[src/rtl/pool_pkg.sv]
// Shared types and defaults for the pooling window feeder and the pool stage it drives.
// Latency: n/a (declarations only).
// Backpressure: n/a.
package pool_pkg;

    // Default geometry. Instantiations may override these through module parameters.
    localparam int DEF_DATA_WIDTH  = 32;
    localparam int DEF_WINDOW_SIZE = 4;
    localparam int DEF_IMG_W       = 16;
    localparam int DEF_IMG_H       = 16;

    // One feature-map pixel, and one full window in the same layout as pool_input.
    typedef logic [DEF_DATA_WIDTH-1:0] pixel_t;
    typedef pixel_t [DEF_WINDOW_SIZE*DEF_WINDOW_SIZE-1:0] window_t;

    // Width of an index that counts 0..n-1. A one-entry range still gets one bit
    // so that no vector collapses to zero width.
    function automatic int idx_w(input int n);
        return (n <= 1) ? 1 : $clog2(n);
    endfunction

    localparam int DEF_COL_W   = idx_w(DEF_IMG_W);
    localparam int DEF_ROW_W   = idx_w(DEF_IMG_H);
    localparam int DEF_WIN_X_W = idx_w(DEF_IMG_W / DEF_WINDOW_SIZE);
    localparam int DEF_WIN_Y_W = idx_w(DEF_IMG_H / DEF_WINDOW_SIZE);

endpackage

[src/rtl/pool_line_buf.sv]
// Line buffer of WS rows x IMG_W pixels; one write port, one window-band read port.
// Latency: write lands on the clock edge; the band read is combinational.
// Backpressure: none here; the parent only writes pixels it has accepted.
//
// Ports:
//   i_clk        clock
//   i_wr_en      write strobe
//   i_wr_row     slot row (image row modulo WS)
//   i_wr_col     image column
//   i_wr_dat     pixel to store
//   i_rd_band    window column index; selects columns band*WS .. band*WS+WS-1
//   o_rd_window  WS x WS pixels of that band, element r*WS+c = slot[r][band*WS+c]
module pool_line_buf
    import pool_pkg::*;
#(
    parameter int WS    = DEF_WINDOW_SIZE,
    parameter int DW    = DEF_DATA_WIDTH,
    parameter int IMG_W = DEF_IMG_W
) (
    input  logic                            i_clk,
    input  logic                            i_wr_en,
    input  logic [idx_w(WS)-1:0]            i_wr_row,
    input  logic [idx_w(IMG_W)-1:0]         i_wr_col,
    input  logic [DW-1:0]                   i_wr_dat,
    input  logic [idx_w(IMG_W/WS)-1:0]      i_rd_band,
    output logic [WS*WS*DW-1:0]             o_rd_window
);

    localparam int COL_W = idx_w(IMG_W);

    // Contents are meaningless until written, so the array carries no reset.
    logic [DW-1:0] r_mem [WS][IMG_W];

    always_ff @(posedge i_clk) begin
        if (i_wr_en) begin
            r_mem[i_wr_row][i_wr_col] <= i_wr_dat;
        end
    end

    for (genvar r = 0; r < WS; r++) begin : g_row
        for (genvar c = 0; c < WS; c++) begin : g_col
            logic [COL_W-1:0] w_idx;
            assign w_idx = COL_W'(i_rd_band) * COL_W'(WS) + COL_W'(c);
            assign o_rd_window[(r*WS+c)*DW +: DW] = r_mem[r][w_idx];
        end
    end

endmodule

[src/rtl/pool_window_buffer.sv]
// Buffers WS raster rows and emits each non-overlapping WS x WS window as one vector.
// Latency: window valid 1 cycle after the pixel that completes it is accepted.
// Backpressure: single-entry output; in_ready = !out_valid | out_ready, forced low by clear.
//
// Ports:
//   clk, rst_n   clock, asynchronous active-low reset
//   clear        synchronous frame restart (counters to 0, held window dropped)
//   in_valid / in_ready / in_data        pixel stream in raster order
//   out_valid / out_ready / out_window   window, element r*WS+c
//   out_win_x / out_win_y                window column / row index
//   out_last                             last window of the frame
module pool_window_buffer
    import pool_pkg::*;
#(
    parameter int WINDOW_SIZE = DEF_WINDOW_SIZE,
    parameter int DATA_WIDTH  = DEF_DATA_WIDTH,
    parameter int IMG_W       = DEF_IMG_W,
    parameter int IMG_H       = DEF_IMG_H
) (
    input  logic                                        clk,
    input  logic                                        rst_n,
    input  logic                                        clear,
    input  logic                                        in_valid,
    output logic                                        in_ready,
    input  logic [DATA_WIDTH-1:0]                       in_data,
    output logic                                        out_valid,
    input  logic                                        out_ready,
    output logic [WINDOW_SIZE*WINDOW_SIZE*DATA_WIDTH-1:0] out_window,
    output logic [$clog2(IMG_W/WINDOW_SIZE)-1:0]        out_win_x,
    output logic [$clog2(IMG_H/WINDOW_SIZE)-1:0]        out_win_y,
    output logic                                        out_last
);

    localparam int WS    = WINDOW_SIZE;
    localparam int N_WX  = IMG_W / WS;
    localparam int N_WY  = IMG_H / WS;
    localparam int SUB_W = idx_w(WS);
    localparam int COL_W = idx_w(IMG_W);
    localparam int WX_W  = $clog2(N_WX);
    localparam int WY_W  = $clog2(N_WY);
    localparam int WIN_W = WS * WS * DATA_WIDTH;

    localparam logic [SUB_W-1:0] SUB_LAST = SUB_W'(WS - 1);
    localparam logic [WX_W-1:0]  WX_LAST  = WX_W'(N_WX - 1);
    localparam logic [WY_W-1:0]  WY_LAST  = WY_W'(N_WY - 1);

    // Geometry guards, evaluated at elaboration.
    if (WS < 2) begin : g_bad_ws
        $fatal(1, "pool_window_buffer: WINDOW_SIZE must be at least 2");
    end
    if (IMG_W % WS != 0) begin : g_bad_w
        $fatal(1, "pool_window_buffer: IMG_W must be a multiple of WINDOW_SIZE");
    end
    if (IMG_H % WS != 0) begin : g_bad_h
        $fatal(1, "pool_window_buffer: IMG_H must be a multiple of WINDOW_SIZE");
    end

    // The column/row position is kept split as (window index, offset inside window):
    // col = r_win_x*WS + r_sub_col, row = r_win_y*WS + r_sub_row. This makes the
    // completion test and the window indices free of any divide/modulo.
    logic [SUB_W-1:0] r_sub_col;
    logic [SUB_W-1:0] r_sub_row;
    logic [WX_W-1:0]  r_win_x;
    logic [WY_W-1:0]  r_win_y;

    logic             r_out_valid;
    logic [WIN_W-1:0] r_out_window;
    logic [WX_W-1:0]  r_out_x;
    logic [WY_W-1:0]  r_out_y;
    logic             r_out_last;

    logic             w_in_ready;
    logic             w_accept;
    logic             w_sub_col_last;
    logic             w_sub_row_last;
    logic             w_win_x_last;
    logic             w_win_y_last;
    logic             w_complete;
    logic             w_frame_last;
    logic [COL_W-1:0] w_wr_col;
    logic [WIN_W-1:0] w_band;
    logic [WIN_W-1:0] w_window;

    assign w_in_ready     = !clear && (!r_out_valid || out_ready);
    assign w_accept       = in_valid && w_in_ready;

    assign w_sub_col_last = (r_sub_col == SUB_LAST);
    assign w_sub_row_last = (r_sub_row == SUB_LAST);
    assign w_win_x_last   = (r_win_x == WX_LAST);
    assign w_win_y_last   = (r_win_y == WY_LAST);

    assign w_complete     = w_accept && w_sub_col_last && w_sub_row_last;
    assign w_frame_last   = w_win_x_last && w_win_y_last;

    assign w_wr_col       = COL_W'(r_win_x) * COL_W'(WS) + COL_W'(r_sub_col);

    pool_line_buf #(
        .WS    (WS),
        .DW    (DATA_WIDTH),
        .IMG_W (IMG_W)
    ) u_line_buf (
        .i_clk       (clk),
        .i_wr_en     (w_accept),
        .i_wr_row    (r_sub_row),
        .i_wr_col    (w_wr_col),
        .i_wr_dat    (in_data),
        .i_rd_band   (r_win_x),
        .o_rd_window (w_band)
    );

    // Storage slot row r already holds image row (row-WS+1+r) because the completing
    // pixel sits in slot row WS-1. That pixel itself is still on in_data, so the
    // bottom-right element bypasses the buffer.
    always_comb begin
        w_window = w_band;
        w_window[WIN_W-1 -: DATA_WIDTH] = in_data;
    end

    // Raster position counters; advance only on accepted pixels.
    always_ff @(posedge clk or negedge rst_n) begin
        if (!rst_n) begin
            r_sub_col <= '0;
            r_sub_row <= '0;
            r_win_x   <= '0;
            r_win_y   <= '0;
        end else if (clear) begin
            r_sub_col <= '0;
            r_sub_row <= '0;
            r_win_x   <= '0;
            r_win_y   <= '0;
        end else if (w_accept) begin
            if (!w_sub_col_last) begin
                r_sub_col <= r_sub_col + SUB_W'(1);
            end else begin
                r_sub_col <= '0;
                if (!w_win_x_last) begin
                    r_win_x <= r_win_x + WX_W'(1);
                end else begin
                    // End of an image row.
                    r_win_x <= '0;
                    if (!w_sub_row_last) begin
                        r_sub_row <= r_sub_row + SUB_W'(1);
                    end else begin
                        r_sub_row <= '0;
                        r_win_y   <= w_win_y_last ? '0 : r_win_y + WY_W'(1);
                    end
                end
            end
        end
    end

    // Single-entry output register. A completion can only happen when the entry is
    // empty or being drained this cycle, so loading never overwrites a live window.
    always_ff @(posedge clk or negedge rst_n) begin
        if (!rst_n) begin
            r_out_valid  <= 1'b0;
            r_out_window <= '0;
            r_out_x      <= '0;
            r_out_y      <= '0;
            r_out_last   <= 1'b0;
        end else if (clear) begin
            r_out_valid  <= 1'b0;
            r_out_window <= '0;
            r_out_x      <= '0;
            r_out_y      <= '0;
            r_out_last   <= 1'b0;
        end else if (w_complete) begin
            r_out_valid  <= 1'b1;
            r_out_window <= w_window;
            r_out_x      <= r_win_x;
            r_out_y      <= r_win_y;
            r_out_last   <= w_frame_last;
        end else if (out_ready) begin
            r_out_valid  <= 1'b0;
        end
    end

    assign in_ready   = w_in_ready;
    assign out_valid  = r_out_valid;
    assign out_window = r_out_window;
    assign out_win_x  = r_out_x;
    assign out_win_y  = r_out_y;
    assign out_last   = r_out_last;

endmodule

[config.mk]
export PLATFORM = sky130hd
export DESIGN_NAME = pool_window_buffer
export DESIGN_NICKNAME = d
export VERILOG_FILES = /design/src/rtl/pool_pkg.sv /design/src/rtl/pool_line_buf.sv /design/src/rtl/pool_window_buffer.sv
export SDC_FILE = /design/constraint.sdc
export NUM_CORES = 2
export LEC_CHECK = 0
export ABC_AREA = 1
export BUFFER_PORTS_ARGS = -buffer_cell sky130_fd_sc_hd__buf_2
export CORE_UTILIZATION = 41
export CTS_BUF_LIST = sky130_fd_sc_hd__clkbuf_2 sky130_fd_sc_hd__clkbuf_4 sky130_fd_sc_hd__clkbuf_8
export CTS_CLUSTER_SIZE = 24
export DETAILED_ROUTE_END_ITERATION = 16
export GPL_TIMING_DRIVEN = 0
export SKIP_LAST_GASP = 1
export SLEW_MARGIN = 10
export SYNTH_ARGS = -nofsm -noshare
export SYNTH_HDL_FRONTEND = slang
export SYNTH_SLANG_ARGS = --single-unit
[constraint.sdc]
create_clock -name clk -period 4.5 [get_ports clk]
set_clock_uncertainty 0.15 [all_clocks]
set_input_delay 0.675 -clock clk [delete_from_list [all_inputs] [get_ports clk]]
set_output_delay 0.675 -clock clk [all_outputs]
set_load 0.005 [all_outputs]
* After elaboration in Yosys (flattened, before gate mapping)
Memory sizes are Yosys's and may differ from the RTL's.
Cells that the tools add are included.
** Word-level totals
- Bits in registers :: 526
- RAM bits :: 2048
- Input port bits :: 37
- Output and inout port bits :: 519
- Logic and storage cells :: 129
- Memories :: 1
** Memory list
- u_line_buf.r_mem :: depth 4, bits a word 512, rd ports 4, clocked after Yosys merged registers in 0, write ports 1, RTL line pool_line_buf.sv:32 : logic [DW-1:0] r_mem [WS][IMG_W];
** Operators by class
- Add/subtract/negate cells :: 8
- $lt $le $gt $ge :: 6
- Equal/unequal tests :: 4
- Mux-type cells :: 78
- Bitwise gates (word level) :: 5
- Reduce and logical (&&, ||, !) cells :: 18
** Operator list (number)
- 32-bit binary-select mux with 4-bit select :: 15
- 512-bit two-way mux :: 3
- 32-bit two-way mux :: 31
- 32-bit demux with 4-bit select :: 1
- 2-bit two-way mux :: 22
- 5-bit greater-or-equal comparator, second input constant :: 5
- 4-bit inverter with 5-bit output :: 5
- 2-bit nonzero test :: 5
- 2-bit by 1-bit adder with 2-bit output, second input constant :: 4
- 4-bit by 2-bit adder with 4-bit output, second input constant :: 2
- 2-bit == test, second input constant :: 4
- 1-bit logical AND :: 6
- 1-bit two-way mux :: 6
- 5-bit by 1-bit < comparator with 1-bit output, second input constant :: 1
- 4-bit by 1-bit adder with 4-bit output, second input constant :: 1
- 4-bit by 2-bit adder with 4-bit output :: 1
- 4-bit AND reduction :: 1
- 3-bit AND reduction :: 1
- 3-bit nonzero test :: 1
- 1-bit zero test :: 2
- 2-bit AND reduction :: 1
- 1-bit logical OR :: 1

* Depth between registers and ports, before layout
- Depth after elaboration :: 8
- Depth in mapped cells :: 12
- Mapped depth without buffers :: 7

* By module
A second synthesis with hierarchy kept.
** Unflattened totals
- Cell total of the unflattened synthesis :: 10375
- Area, all modules :: 106141.8 µm²
** Modules (own cells, without submodules)
- pool_line_buf :: instances 1, cells each 8126, area an instance 86093.8 µm², seq. area each 61499.0 µm²
- pool_window_buffer :: instances 1, cells each 2249, area an instance 20048.0 µm², seq. area each 13162.6 µm²

* Worst setup path before layout
OpenSTA, ideal clock, no wires.
- Kind :: register to register
- Start :: reg r_win_x[0]
- End :: mem u_line_buf.r_mem[0][160] in the netlist's numbering (enable)
- Setup time :: 421 ps
- Arrival :: 2836 ps
- Data required time :: 3929 ps
- Setup slack :: 1093 ps
- Stages on the path, launching flop included :: 10
- Path buffers :: 5
- Period minus slack after synthesis :: 3407 ps
- Path through :: dfrtp_1 buf_2 buf_6 inv_4 buf_8 buf_6 buf_2 ha_1 nand2_1 nor2_1
** On the way
- Longest elaborated chain between the ends :: 7
- Elaborated cells on any way between the ends :: 8
- Those cells by class :: 1 x add/sub; 2 x order compare; 3 x mux; 1 x bitwise; 1 x reduce/logical
** RTL lines
- start, declared :: RTL line pool_window_buffer.sv:63 : logic [WX_W-1:0] r_win_x;
- start signal, assigned :: RTL line pool_window_buffer.sv:137 : r_win_x <= r_win_x + WX_W'(1);
- 4-bit by 2-bit adder with 4-bit output (*) :: RTL line pool_window_buffer.sv:95 : assign w_wr_col = COL_W'(r_win_x) * COL_W'(WS) + COL_W'(r_sub_col);
- 4-bit inverter with 5-bit output (implied by the code) (*) :: RTL line pool_line_buf.sv:36 : r_mem[i_wr_row][i_wr_col] <= i_wr_dat;
- 5-bit greater-or-equal comparator (implied by the code) / 5-bit by 1-bit < comparator with 1-bit output (equally long branches) :: RTL line pool_line_buf.sv:36
- 1-bit logical AND (implied by the code) :: RTL line pool_line_buf.sv:36
- 32-bit two-way mux (implied by the code) :: RTL line pool_line_buf.sv:36
- 32-bit demux with 4-bit select (*) :: RTL line pool_line_buf.sv:36
- 512-bit two-way mux (implied by the code) (*) :: RTL line pool_line_buf.sv:36
- end, declared :: RTL line pool_line_buf.sv:32
Mark *: on every way between the ends. The rest lies on a longest branch, timed or not.

* Worst setup path in the final report
- Start :: reg r_win_x[1]
- End :: mem u_line_buf.r_mem[0][307] in the netlist's numbering (enable)
Same word-level chain as after synthesis.

==> out/metrics.yaml <==
status:
  outcome: "complete, no violations"
yosys:
  synth_nets: 8002
  avgSynthCellArea_um2: 11.9
  async_flop_share_pct: 21.5
  synth-seq-cells: 2446
  ys_seq_area_share_pct: 74.8
  synth_cells: 7952
  synth_cell_types: 26
  yosysWarningCount: 0
  synth_edf_count: 1920
  syn-cell-area_mm2: 0.0947
  synth-main-ff-cell: "edfxtp_1"
critical_path:
  startpoint: "r_win_x[1]"
  crit_fanout: 18
  worst_path_most_repeated_cell: "buf_2"
  timing.rr.start: "r_win_x[1]"
  worstSetupEndpointType: "flip-flop"
  slowest_stage: "nand2_1"
  crit_chain: "buf_2 -> buf_4 -> buf_2 -> buf_2 -> inv_1 -> ha_1 -> nand2_1 -> nor2_4 -> buf_16"
  crit_required_ps: 5130
  max_stage_delay_ps: 830
  worstPathArrival_ps: 4780
  cp-start-kind: "flip-flop"
  critPathKind: "reg -> reg"
place:
  placed_area_mm2: 0.104
  dp_cells: 11600
  routabilityCongestion: 0.866
  port_buffers: 555
  hpwl_um: 192000
routing:
  drt-total-wl_um: 281000
  routedWlPerCell_um: 22.7
  ant_nets: 0
  drt-vias-per-instance: 5.04
  drc: 0
  vias: 62500
  drtPass1Iterations: 6
  drt_iter0_drc: 6062
floorplanning:
  core-area_mm2: 0.230
  fp.dieW_um: 483
  start_util_pct: 41.2
  ioPinCount: 556
  rows: 176
  die_area_mm2: 0.233
  die_h_um: 483
flow_run:
  max_cap_violations: 0
layout:
  final_area_mm2: 0.113
  layout.nets: 9107
  fillers: 20300
  finalNonFillerCells: 12400
  post-route-util_pct: 49.1
  area_delta_synth_final_pct: 19.1
  drive_gt1_share_pct: 17.3
sta:
  fin_crit_sh_pct: 92.2
  hold_viol: 0
  fin_tns_setup_ps: 0
  clock.fmax_mhz: 241
  timing.hold.ws_ps: 313
  grt_setup_unrepaired: "false"
  drv_slew: 0
  worst_pin_slew_ps: 1290
  period_needed_ps: 4150
  setup_violations: 0
  relSlewSlack_pct: 13.9
global_routing:
  grt_util_all_layers_pct: 23.9
  grt_pass1_wl_um: 405000
  overflow: 0
  grt_max_degree: 111
  grt_pass1_vias: 61100
  antenna_found_initial: 11
power_and_ir_drop:
  power.internal_w: 0.0356
  switchingPower_w: 0.00967
  leakagePower_nw: 47.8
  irDropWorstVdd_uv: 255
  switching_share_pct: 21.4
  p_clk_share_pct: 43.9
  p_per_area_mw_per_mm2: 402
  pwr-share-comb_pct: 2.2
  seqPwrFrac_pct: 54.0
cts:
  clkSlewWorstSetupHoldPaths_ps: 50
  cts_sinks: 2446
  htreeDepth: 5
  numCtsBuffers: 414
  clk_latency_ps: 1140
  cts_resized: 0
  cts_root_buffer: "clkbuf_8"
  cts_setup_buffers: 0
  clock_path_buffers: 4
  cts_tree: "yes"
min_path:
  hold_class: "reg -> reg"
  hp-start: "out_window[64]"
-- power by group through the flow --
stage | combinational (W) | clock [W] | sequential, W
6_report | 0.000981 | 0.0199 | 0.0244
5_1_grt | 0.00104 | 0.0212 | 0.0244
4_1_cts | 0.000991 | 0.0202 | 0.0244
3_5_place_dp | 0.000958 | 0 | 0.0249
3_3_place_gp | 0.000818 | 0 | 0.0249
2_1_floorplan | 0.000155 | 0 | 0.0249
-- metal layers --
metal | track usage [%] | part of all wire, %
met5 | 0 | 0
met4 | 8.39 | 3.3
met2 | 37.5 | 46
met1 | 33.3 | 43
met3 | 4.34 | 7.5
-- final timing paths --
check,cells past startpoint,slack (ps),endpoint
max,9,350,u_line_buf.r_mem[0][307]
max in group asynchronous,6,2050,out_window[214]
min reg2reg,2,310,out_window[64]
min in group asynchronous,4,600,out_window[474]
min,2,310,out_window[64]
max reg2reg,9,350,u_line_buf.r_mem[0][307]
-- registers in the layout, indices dropped and copies added, names as in the netlist --
| signal | flops |
|---|---|
| u_line_buf.r_mem | 1920 |
| out_window | 512 |
| out_win_x | 2 |
| out_win_y | 2 |
| r_sub_col | 2 |
| r_sub_row | 2 |
| r_win_x | 2 |
| r_win_y | 2 |
| out_last | 1 |
| out_valid | 1 |
-- cells in the mapped netlist (14+ instances only) --
library cell / instances / area (µm²)
o211ai_1: 480 / 3600
dfrtp_1: 526 / 13200
o21ai_0: 174 / 871
buf_4: 14 / 105
buf_2: 166 / 831
buf_6: 45 / 507
inv_1: 498 / 1870
edfxtp_1: 1920 / 57700
nand2_1: 2545 / 9550
clkbuf_1: 203 / 762
o21ai_1: 309 / 1550
nor2_1: 1030 / 3870
-- critical path, delay by kind of cell, from the launching register on --
| kind | cells | cell delay (ps) |
|---|---|---|
| buf+inv | 6 | 1920 |
| simple gates | 2 | 1120 |
| flops | 1 | 370 |
| fa+ha+maj | 1 | 260 |
-- cells by family (layout without fill, tap and decap cells) --
family          Yosys count  count (layout)  synth area share, %
buf+inv                 940            2371                 4.40
compound gates          967             967                 6.39
flops                  2446            2446                 74.8
fa+ha+maj                13              13                0.172
other cells               0               5                    0
simple gates           3586            3586                 14.2
-- metrics by stage --
step	power, W	setup WS (ps)
final	0.0453	353
after global routing	0.0466	271
after CTS	0.0456	262
after detailed placement	0.0259	303
after global placement	0.0258	-8480
after floorplan	0.0251	1090
-- cell usage in the layout (no fill, tap or decap), drive strengths merged --
master	instances
nand3	8
o21ai	483
a21oi	2
edfxtp	1920
nor2	1031
ha	13
diode	5
o211ai	480
dfrtp	526
inv	506
clkinv	116
buf	887
bufinv	11
clkinvlp	7
nand2	2545
nand4	2
o22ai	1
o21bai	1
clkbuf	806
dlygate4sd3	38
-- layout make-up --
cell class                      count  area [µm²]  area share [%]
Clock inverter                    139         923           0.819
Tap cell                         3026        3790            3.36
Sequential cell                  2446       70800            62.8
Buffer                            439        2290            2.03
Antenna cell                        5        12.5          0.0111
Multi-Input combinational cell   4566       20200            17.9
Inverter                          501        1880            1.67
Timing Repair Buffer              689        5640            5.00
Clock buffer                      603        7300            6.47
-- repair_timing --
item | 4_1_cts | 5_1_grt
hold buffers | 39 | 0
setup endpoints to repair | 0 | 0
endpoints found under the hold margin | 1092 | 0
No activity file was read; power rests on OpenSTA's default activity.
